$ cat config.mk
export PLATFORM = sky130hd
export DESIGN_NAME = pipe_mem_arbiter
export DESIGN_NICKNAME = d
export VERILOG_FILES = /design/src/rtl/pipe_pkg.sv /design/src/rtl/arb_streak_ctr.sv /design/src/rtl/pipe_mem_arbiter.sv
export SDC_FILE = /design/constraint.sdc
export NUM_CORES = 1
export LEC_CHECK = 0
export BUFFER_PORTS_ARGS = -buffer_cell sky130_fd_sc_hd__buf_2
export CAP_MARGIN = 0
export CORE_MARGIN = 2
export CORE_UTILIZATION = 44
export DETAILED_ROUTE_END_ITERATION = 16
export PLACE_DENSITY = 0.9
export SKIP_LAST_GASP = 1
export SYNTH_ARGS = -nofsm -noshare
export SYNTH_HDL_FRONTEND = slang
export SYNTH_SLANG_ARGS = --single-unit
$ cat constraint.sdc
create_clock -name clk -period 1.76 [get_ports clk]
set_input_delay 0.264 -clock clk [delete_from_list [all_inputs] [get_ports clk]]
set_output_delay 0.264 -clock clk [all_outputs]
set_load 0.02 [all_outputs]
$ cat src/rtl/pipe_pkg.sv
// Shared types and constants for the pipeline memory arbiter and hazard control.
package pipe_pkg;

    typedef enum logic [1:0] {
        IDLE,
        IFETCH,
        DATA,
        DRAIN
    } arb_state_t;

    localparam logic [3:0] WSTRB_ALL = 4'hF;

    localparam logic [6:0] OP_LOAD   = 7'b0000011;
    localparam logic [6:0] OP_STORE  = 7'b0100011;
    localparam logic [6:0] OP_BRANCH = 7'b1100011;
    localparam logic [6:0] OP_JAL    = 7'b1101111;

endpackage

$ cat src/rtl/arb_streak_ctr.sv
// Counts consecutive data grants made while IF is waiting; flags when IF must
// be let through. Only instantiated when MEMARB_STARVE_GUARD_EN is defined.
module arb_streak_ctr #(
    parameter int MAX_DSTREAK = 4
) (
    input  logic clk,
    input  logic rst,
    input  logic inc,
    input  logic clr,
    output logic limit
);

    logic [3:0] count;

    // NOTE: sequential state uses non-blocking assignments so every flop
    // samples the pre-edge values of the others.
    always_ff @(posedge clk) begin
        if (rst || clr) begin
            count <= 4'd0;
        end else if (inc && count != 4'hF) begin
            count <= count + 4'd1;
        end
    end

    assign limit = (count >= 4'(MAX_DSTREAK));

endmodule

$ cat src/rtl/pipe_mem_arbiter.sv
// Arbitrates the single unified memory bus between IF fetches and MEM loads/stores.
// Optional IF starvation guard: define MEMARB_STARVE_GUARD_EN.
module pipe_mem_arbiter
    import pipe_pkg::*;
#(
    parameter int ADDR_W      = 32,
    parameter int DATA_W      = 32,
    parameter int MAX_DSTREAK = 4
) (
    input  logic              clk,
    input  logic              rst,
    input  logic              if_req,
    input  logic [ADDR_W-1:0] if_addr,
    output logic [DATA_W-1:0] if_rdata,
    output logic              if_valid,
    output logic              if_stall,
    input  logic              flush,
    input  logic              d_rd,
    input  logic              d_wr,
    input  logic [ADDR_W-1:0] d_addr,
    input  logic [DATA_W-1:0] d_wdata,
    input  logic [3:0]        d_wstrb,
    output logic [DATA_W-1:0] d_rdata,
    output logic              d_valid,
    output logic              d_stall,
    output logic              bus_req,
    output logic              bus_we,
    output logic [ADDR_W-1:0] bus_addr,
    output logic [DATA_W-1:0] bus_wdata,
    output logic [3:0]        bus_wstrb,
    input  logic              bus_ready,
    input  logic [DATA_W-1:0] bus_rdata
);

    arb_state_t state, next_state;
    logic       grant_if, grant_d, starve;

`ifdef MEMARB_STARVE_GUARD_EN
    arb_streak_ctr #(.MAX_DSTREAK(MAX_DSTREAK)) u_streak (
        .clk  (clk),
        .rst  (rst),
        .inc  (grant_d && if_req),
        .clr  (grant_if),
        .limit(starve)
    );
`else
    logic unused_streak_cfg;
    assign unused_streak_cfg = ^4'(MAX_DSTREAK);
    assign starve = 1'b0;
`endif

    always_ff @(posedge clk) begin
        if (rst) state <= IDLE;
        else     state <= next_state;
    end

    // A valid pulse means the requester has not yet updated its request, so
    // that IDLE cycle never grants; this also enforces the gap between issues.
    always_comb begin
        // NOTE: defaults first, so no path through the block leaves a
        // variable unassigned and infers a latch.
        next_state = state;
        grant_if   = 1'b0;
        grant_d    = 1'b0;
        case (state)
            IDLE: begin
                if (!(if_valid || d_valid)) begin
                    if (starve && if_req && !flush) grant_if = 1'b1;
                    else if (d_rd || d_wr)          grant_d  = 1'b1;
                    else if (if_req && !flush)      grant_if = 1'b1;
                end
                if (grant_d)       next_state = DATA;
                else if (grant_if) next_state = IFETCH;
            end
            IFETCH: begin
                if (bus_ready)  next_state = IDLE;
                else if (flush) next_state = DRAIN;
            end
            DATA:    if (bus_ready) next_state = IDLE;
            DRAIN:   if (bus_ready) next_state = IDLE;
            default: next_state = IDLE;
        endcase
    end

    always_comb begin
        bus_req  = (state != IDLE);
        if_stall = if_req & ~if_valid;
        d_stall  = (d_rd | d_wr) & ~d_valid;
    end

    always_ff @(posedge clk) begin
        if (rst) begin
            if_rdata  <= '0;
            if_valid  <= 1'b0;
            d_rdata   <= '0;
            d_valid   <= 1'b0;
            bus_we    <= 1'b0;
            bus_addr  <= '0;
            bus_wdata <= '0;
            bus_wstrb <= 4'h0;
        end else begin
            if_valid <= 1'b0;
            d_valid  <= 1'b0;
            if (grant_d) begin
                bus_addr  <= d_addr;
                bus_we    <= d_wr;
                bus_wdata <= d_wdata;
                bus_wstrb <= d_wr ? d_wstrb : WSTRB_ALL;
            end else if (grant_if) begin
                bus_addr  <= if_addr;
                bus_we    <= 1'b0;
                bus_wstrb <= WSTRB_ALL;
            end
            if (state == IFETCH && bus_ready && !flush) begin
                if_rdata <= bus_rdata;
                if_valid <= 1'b1;
            end
            if (state == DATA && bus_ready) begin
                d_valid <= 1'b1;
                if (!bus_we) d_rdata <= bus_rdata;
            end
        end
    end

endmodule

=== Word level (Yosys, flattened, before mapping) ===
Cells that the tools add are included.

* Equality and inequality tests: 6
* Muxes and demuxes: 24
* Bitwise logic cells: 6
* Reductions and logical operators: 13

{| class="wikitable"
|+ Operator list
! cell !! count
|-
| 32-bit 2-to-1 mux || 2
|-
| 1-bit 2-to-1 mux || 13
|-
| 4-bit 2-to-1 mux || 3
|-
| 2-bit 2-to-1 mux || 5
|-
| 3-bit inequality test, second input constant || 2
|-
| 2-bit one-hot mux with 3 select lines || 1
|-
| 2-bit equality test, second input constant || 2
|-
| 1-bit logical AND || 4
|-
| 2-bit nonzero test || 2
|-
| 1-bit inverter || 3
|-
| 3-bit AND reduction || 1
|-
| 1-bit AND || 2
|-
| 2-bit by 1-bit equality test with 1-bit output, second input constant || 1
|-
| 2-bit logical NOT || 1
|-
| 1-bit logical OR || 2
|-
| 2-bit by 1-bit inequality test with 1-bit output, second input constant || 1
|-
| 2-bit AND reduction || 1
|-
| 2-bit OR reduction || 1
|-
| 1-bit logical NOT || 1
|-
| 1-bit bitwise OR || 1
|}

* Register bits: 137
* Input port bits: 139
* Output and inout bits: 138
* Word-level logic and storage cells: 58

=== Depth between registers and ports, before layout ===
* Depth after elaboration: 9
* Gate-level depth with buffers: 6
* Gate-level depth less buffers: 4

=== Worst setup path before layout ===
No wires, ideal clock.

* Path kind: register -> register
* From: reg if_valid
* To: reg bus_addr[10]
* Library setup time: 0.091 ns
* Arrival: 1.488 ns
* Data required time: 1.669 ns
* Slack: 0.181 ns
* Stages on the path, launching flop included: 6
* Path through: dfxtp_1 or4_4 a21oi_4 buf_4 nor2_1 a311oi_1

* Longest elaborated chain between the ends: 5
* Elaborated cells between the ends (all ways): 9

{| class="wikitable"
|+ Ends and longest elaborated chain
! what !! RTL line !! RTL
|-
| start: declaration || pipe_mem_arbiter.sv:15 || <nowiki>output logic if_valid,</nowiki>
|-
| start signal: assignment || pipe_mem_arbiter.sv:94 || <nowiki>if_valid <= 1'b0;</nowiki>
|-
| start signal: assignment || pipe_mem_arbiter.sv:102 || <nowiki>if_valid <= 1'b0;</nowiki>
|-
| start signal: assignment || pipe_mem_arbiter.sv:116 || <nowiki>if_valid <= 1'b1;</nowiki>
|-
| 1-bit logical OR * || pipe_mem_arbiter.sv:67 || <nowiki>if (!(if_valid || d_valid)) begin</nowiki>
|-
| 1-bit 2-to-1 mux || pipe_mem_arbiter.sv:67 ||
|-
| 1-bit 2-to-1 mux (2 in series) || pipe_mem_arbiter.sv:65 || <nowiki>case (state)</nowiki>
|-
| 32-bit 2-to-1 mux or 2-bit nonzero test (tied branches) || - ||
|-
| end signal: assignment || pipe_mem_arbiter.sv:105 || <nowiki>bus_addr <= d_addr;</nowiki>
|-
| end signal: assignment || pipe_mem_arbiter.sv:110 || <nowiki>bus_addr <= if_addr;</nowiki>
|-
| end: declaration || pipe_mem_arbiter.sv:28 || <nowiki>output logic [ADDR_W-1:0] bus_addr,</nowiki>
|}

Every way passes the cells marked *; elsewhere a longest branch is shown, timed or not. The select of a mux whose other input is x is not followed.
A chain may end at the register's enable or synchronous reset.

=== Final worst setup path ===
* From: reg d_valid
* To: reg bus_addr[31]

* Longest elaborated chain between the ends: 5
* Elaborated cells between the ends (all ways): 9

{| class="wikitable"
|+ Ends and longest elaborated chain
! what !! RTL line !! RTL
|-
| start: declaration || pipe_mem_arbiter.sv:24 || <nowiki>output logic d_valid,</nowiki>
|-
| start signal: assignment || pipe_mem_arbiter.sv:96 || <nowiki>d_valid <= 1'b0;</nowiki>
|-
| start signal: assignment || pipe_mem_arbiter.sv:103 || <nowiki>d_valid <= 1'b0;</nowiki>
|-
| start signal: assignment || pipe_mem_arbiter.sv:119 || <nowiki>d_valid <= 1'b1;</nowiki>
|-
| 1-bit logical OR * || pipe_mem_arbiter.sv:67 ||
|-
| 1-bit 2-to-1 mux || pipe_mem_arbiter.sv:67 ||
|-
| 1-bit 2-to-1 mux (2 in series) || pipe_mem_arbiter.sv:65 ||
|-
| 32-bit 2-to-1 mux or 2-bit nonzero test (tied branches) || - ||
|}

Marked as above.

==> metrics.cfg <==
[route]
drtAntennaViolNets = 0
wl_um = 15520
drtIter0Drc = 535
drc = 0
wl_per_cell_um = 14.55
drt_first_pass_iters = 5
num_vias = 5446
viasPerCell = 5.104

[global_routing]
gr-total-overflow = 0
grt_antenna_before_repair = 0
grt_pass1_vias = 5018
top_usage_layer = met2
grtUsageMet3 = 0.05905
grt_use_met1 = 0.2924
grt_pass1_wl_um = 24330
grt_start_max_net_pins = 60
use_met2 = 0.4176
grt_use_total = 0.2433

[clock_network]
clockBufferDepth = 2
cts_tree = yes
holdBufCountCts = 0
cts_sinks = 137
clk_pin_slew_worst_paths_ns = 0.06
insertion_delay_ns = 0.42
numCtsBuffers = 17
clock_tree.htree_level_count = 4
cts-root-buf = clkbuf_16

[timing]
finalCriticalPeriod_ns = 1.800
fin_ws_ns = -0.04022
setup_violations = 2
fin_setup_tns_ns = -0.04609
max_freq_mhz = 555.5
finalCritPeriodShare = 1.023
max_slew_margin = 0.4909
skew_ns = 0.007398
worst_slew_pin_slew_ns = 0.7608
grt_setup_unrepaired = yes
final-hold-violation-count = 0
slew_viol_final = 0

[floorplanning]
ios = 277
start_util = 0.4458
row_count = 39
die_w_um = 111.1
die_h_um = 111.1
core_area_sq_um = 11320
dieArea_sq_um = 12340

[yosys]
synth_area_per_cell_sq_um = 7.874
syn_area_sq_um = 5047
synth.top_cell.area_share = 0.5434
syn-num-nets = 780
synth_edf_count = 0
syn-instance-count = 641
yosys-top-cells-count = nand2_1, dfxtp_1, a21oi_1
synth.yosys.seq_area_share = 0.5434
yosysWarnings = 0
synth_most_common_cell = nand2_1
synth.area.top_cells = dfxtp_1, nand2_1, a21oi_1
synth_flop_cell = dfxtp_1
ys_ff_latch = 137
synth_area_leader_cell = dfxtp_1
async_flop_share = 0
ys_types = 20

[finish]
seqCellArea_sq_um = 2743
final_layout_size_suffix_gt1_frac = 0.3766
fin_nets = 1052
utilization = 0.6512
multi_input_area_sq_um = 2136
syn2layout_area_growth_pct = 46.06
antennaDiodeCount = 0
nFillCells = 955

[pwr]
combPwrFrac = 0.185
peakVddDrop_uv = 647.8
switching_power_mw = 2.386
p_leak_nw = 3.397
seq_power_share = 0.405
power_frac_clock = 0.410
internal-power_mw = 6.165
power_density_nw_per_um2 = 1160
swShare = 0.2790

[setup_path]
crit_chain = or4_4 -> a21oi_4 -> buf_6 -> clkbuf_16 -> nor2_1 -> a311oi_1
slowest_stage = or4_4
regToRegEndpoint = bus_addr[31]$_SDFFE_PP0P_
critPathCapture = bus_addr[31]$_SDFFE_PP0P_
start_kind = flip-flop
timing.reg2reg.setup_slack_ns = -0.04
ff2ff_path_depth = 6
required_ns = 2.08
endpoint_kind = flip-flop
slowest_delay_ns = 0.55
critPathMaxFanout = 10
path_class = flip-flop to flip-flop
r2r_start = d_valid$_SDFF_PP0_
critPathArrivalTime_ns = 2.12
cp-startpoint = d_valid$_SDFF_PP0_

[hold_path]
hold_path_class = primary input to flip-flop

[run]
cap_violations = 0

[place]
gp_congestion = 0.8718
dp_slack_ns = -0.008111
dp_hpwl_um = 10470
port_buffers = 276

[outcome]
status = finished, violations left
violations = setup timing

[how the worst min path moves through the flow]
stage                                         start                    endpoint  slack (ns)  cells past startpoint
final                                    d_wdata[2]   bus_wdata[2]$_SDFFE_PP0P_        0.08                      3
after floorplan                       bus_rdata[26]    d_rdata[26]$_SDFFE_PP0P_        0.40                      2
after detailed placement  if_rdata[10]$_SDFFE_PP0P_   if_rdata[10]$_SDFFE_PP0P_        0.44                      2
after global placement    bus_wdata[9]$_SDFFE_PP0P_   bus_wdata[9]$_SDFFE_PP0P_        0.44                      2
after global routing                    d_wdata[16]  bus_wdata[16]$_SDFFE_PP0P_        0.07                      3
after CTS                               d_wdata[19]  bus_wdata[19]$_SDFFE_PP0P_        0.07                      3
[flip-flops by register name, summed over array words and instances (netlist names)]
signal     flops
bus_wstrb      4
bus_addr      32
d_rdata       32
bus_wdata     32
if_rdata      32
if_valid       1
d_valid        1
state          2
bus_we         1
[kinds of logic after synthesis]
group	share of synthesized area
compound gates	0.1946
buf+inv	0.04388
flops	0.5434
simple gates	0.2181
[layout make-up]
cell class / count / area share
Clock inverter: 13 / 0.02105
Clock buffer: 17 / 0.05771
Tap cell: 143 / 0.02427
Multi-Input combinational cell: 451 / 0.2897
Sequential cell: 137 / 0.3720
Timing Repair Buffer: 306 / 0.2352
[power groups by stage]
| stage | clock network [mW] | registers, mW | logic, mW |
|---|---|---|---|
| final | 3.51 | 3.46 | 1.58 |
| after CTS | 3.56 | 3.46 | 1.47 |
| after floorplan | 0 | 3.81 | 0.584 |
| after global placement | 0 | 3.52 | 1.44 |
| after detailed placement | 0 | 3.52 | 1.46 |
| after global routing | 3.71 | 3.49 | 1.72 |
[metal layers]
layer,vias up,part of all wire,wire length [um]
met5,-,0,0
met4,0,0.025,381
met3,31,0.068,1059
met2,235,0.50,7832
met1,2496,0.40,6250
li1,2684,-,-
[cells in the final DEF (no fill, tap or decap), drive strengths merged, types with 2 or more instances in the layout]
cell type,netlist,final
o22ai,4,4
dfxtp,137,137
nor2,45,45
or2,2,2
buf,10,304
clkinvlp,0,3
o21ai,33,33
bufinv,0,3
nand2,226,226
a311oi,32,32
clkinv,0,6
nand2b,3,3
a21oi,100,100
clkbuf,43,19
[timing repair]
item / 4_1_cts / 5_1_grt
gates resized for setup: 1 / 7
cloned: 0 / 2
pin swaps: 0 / 12
buffers inserted: 0 / 6
setup endpoints to repair: 2 / 55
[critical path, delay by kind of cell, from the launching register on]
family | cells | cell delay, ns
compound gates | 2 | 0.50
simple gates | 2 | 0.60
buf+inv | 2 | 0.29
flops | 1 | 0.31
[per-stage QoR]
stage | power, mW | instances | hold WS, ns | instance area, sq um
floorplan | 4.389 | 641 | 0.4000 | 5047
global placement | 4.956 | 1029 | 0.4382 | 6655
detailed placement | 4.986 | 1029 | 0.4430 | 6655
CTS | 8.492 | 1059 | 0.06536 | 7242
global route | 8.916 | 1067 | 0.07166 | 7372
finish | 8.551 | 1067 | 0.08066 | 7372
(Power assumes the default switching activity.)
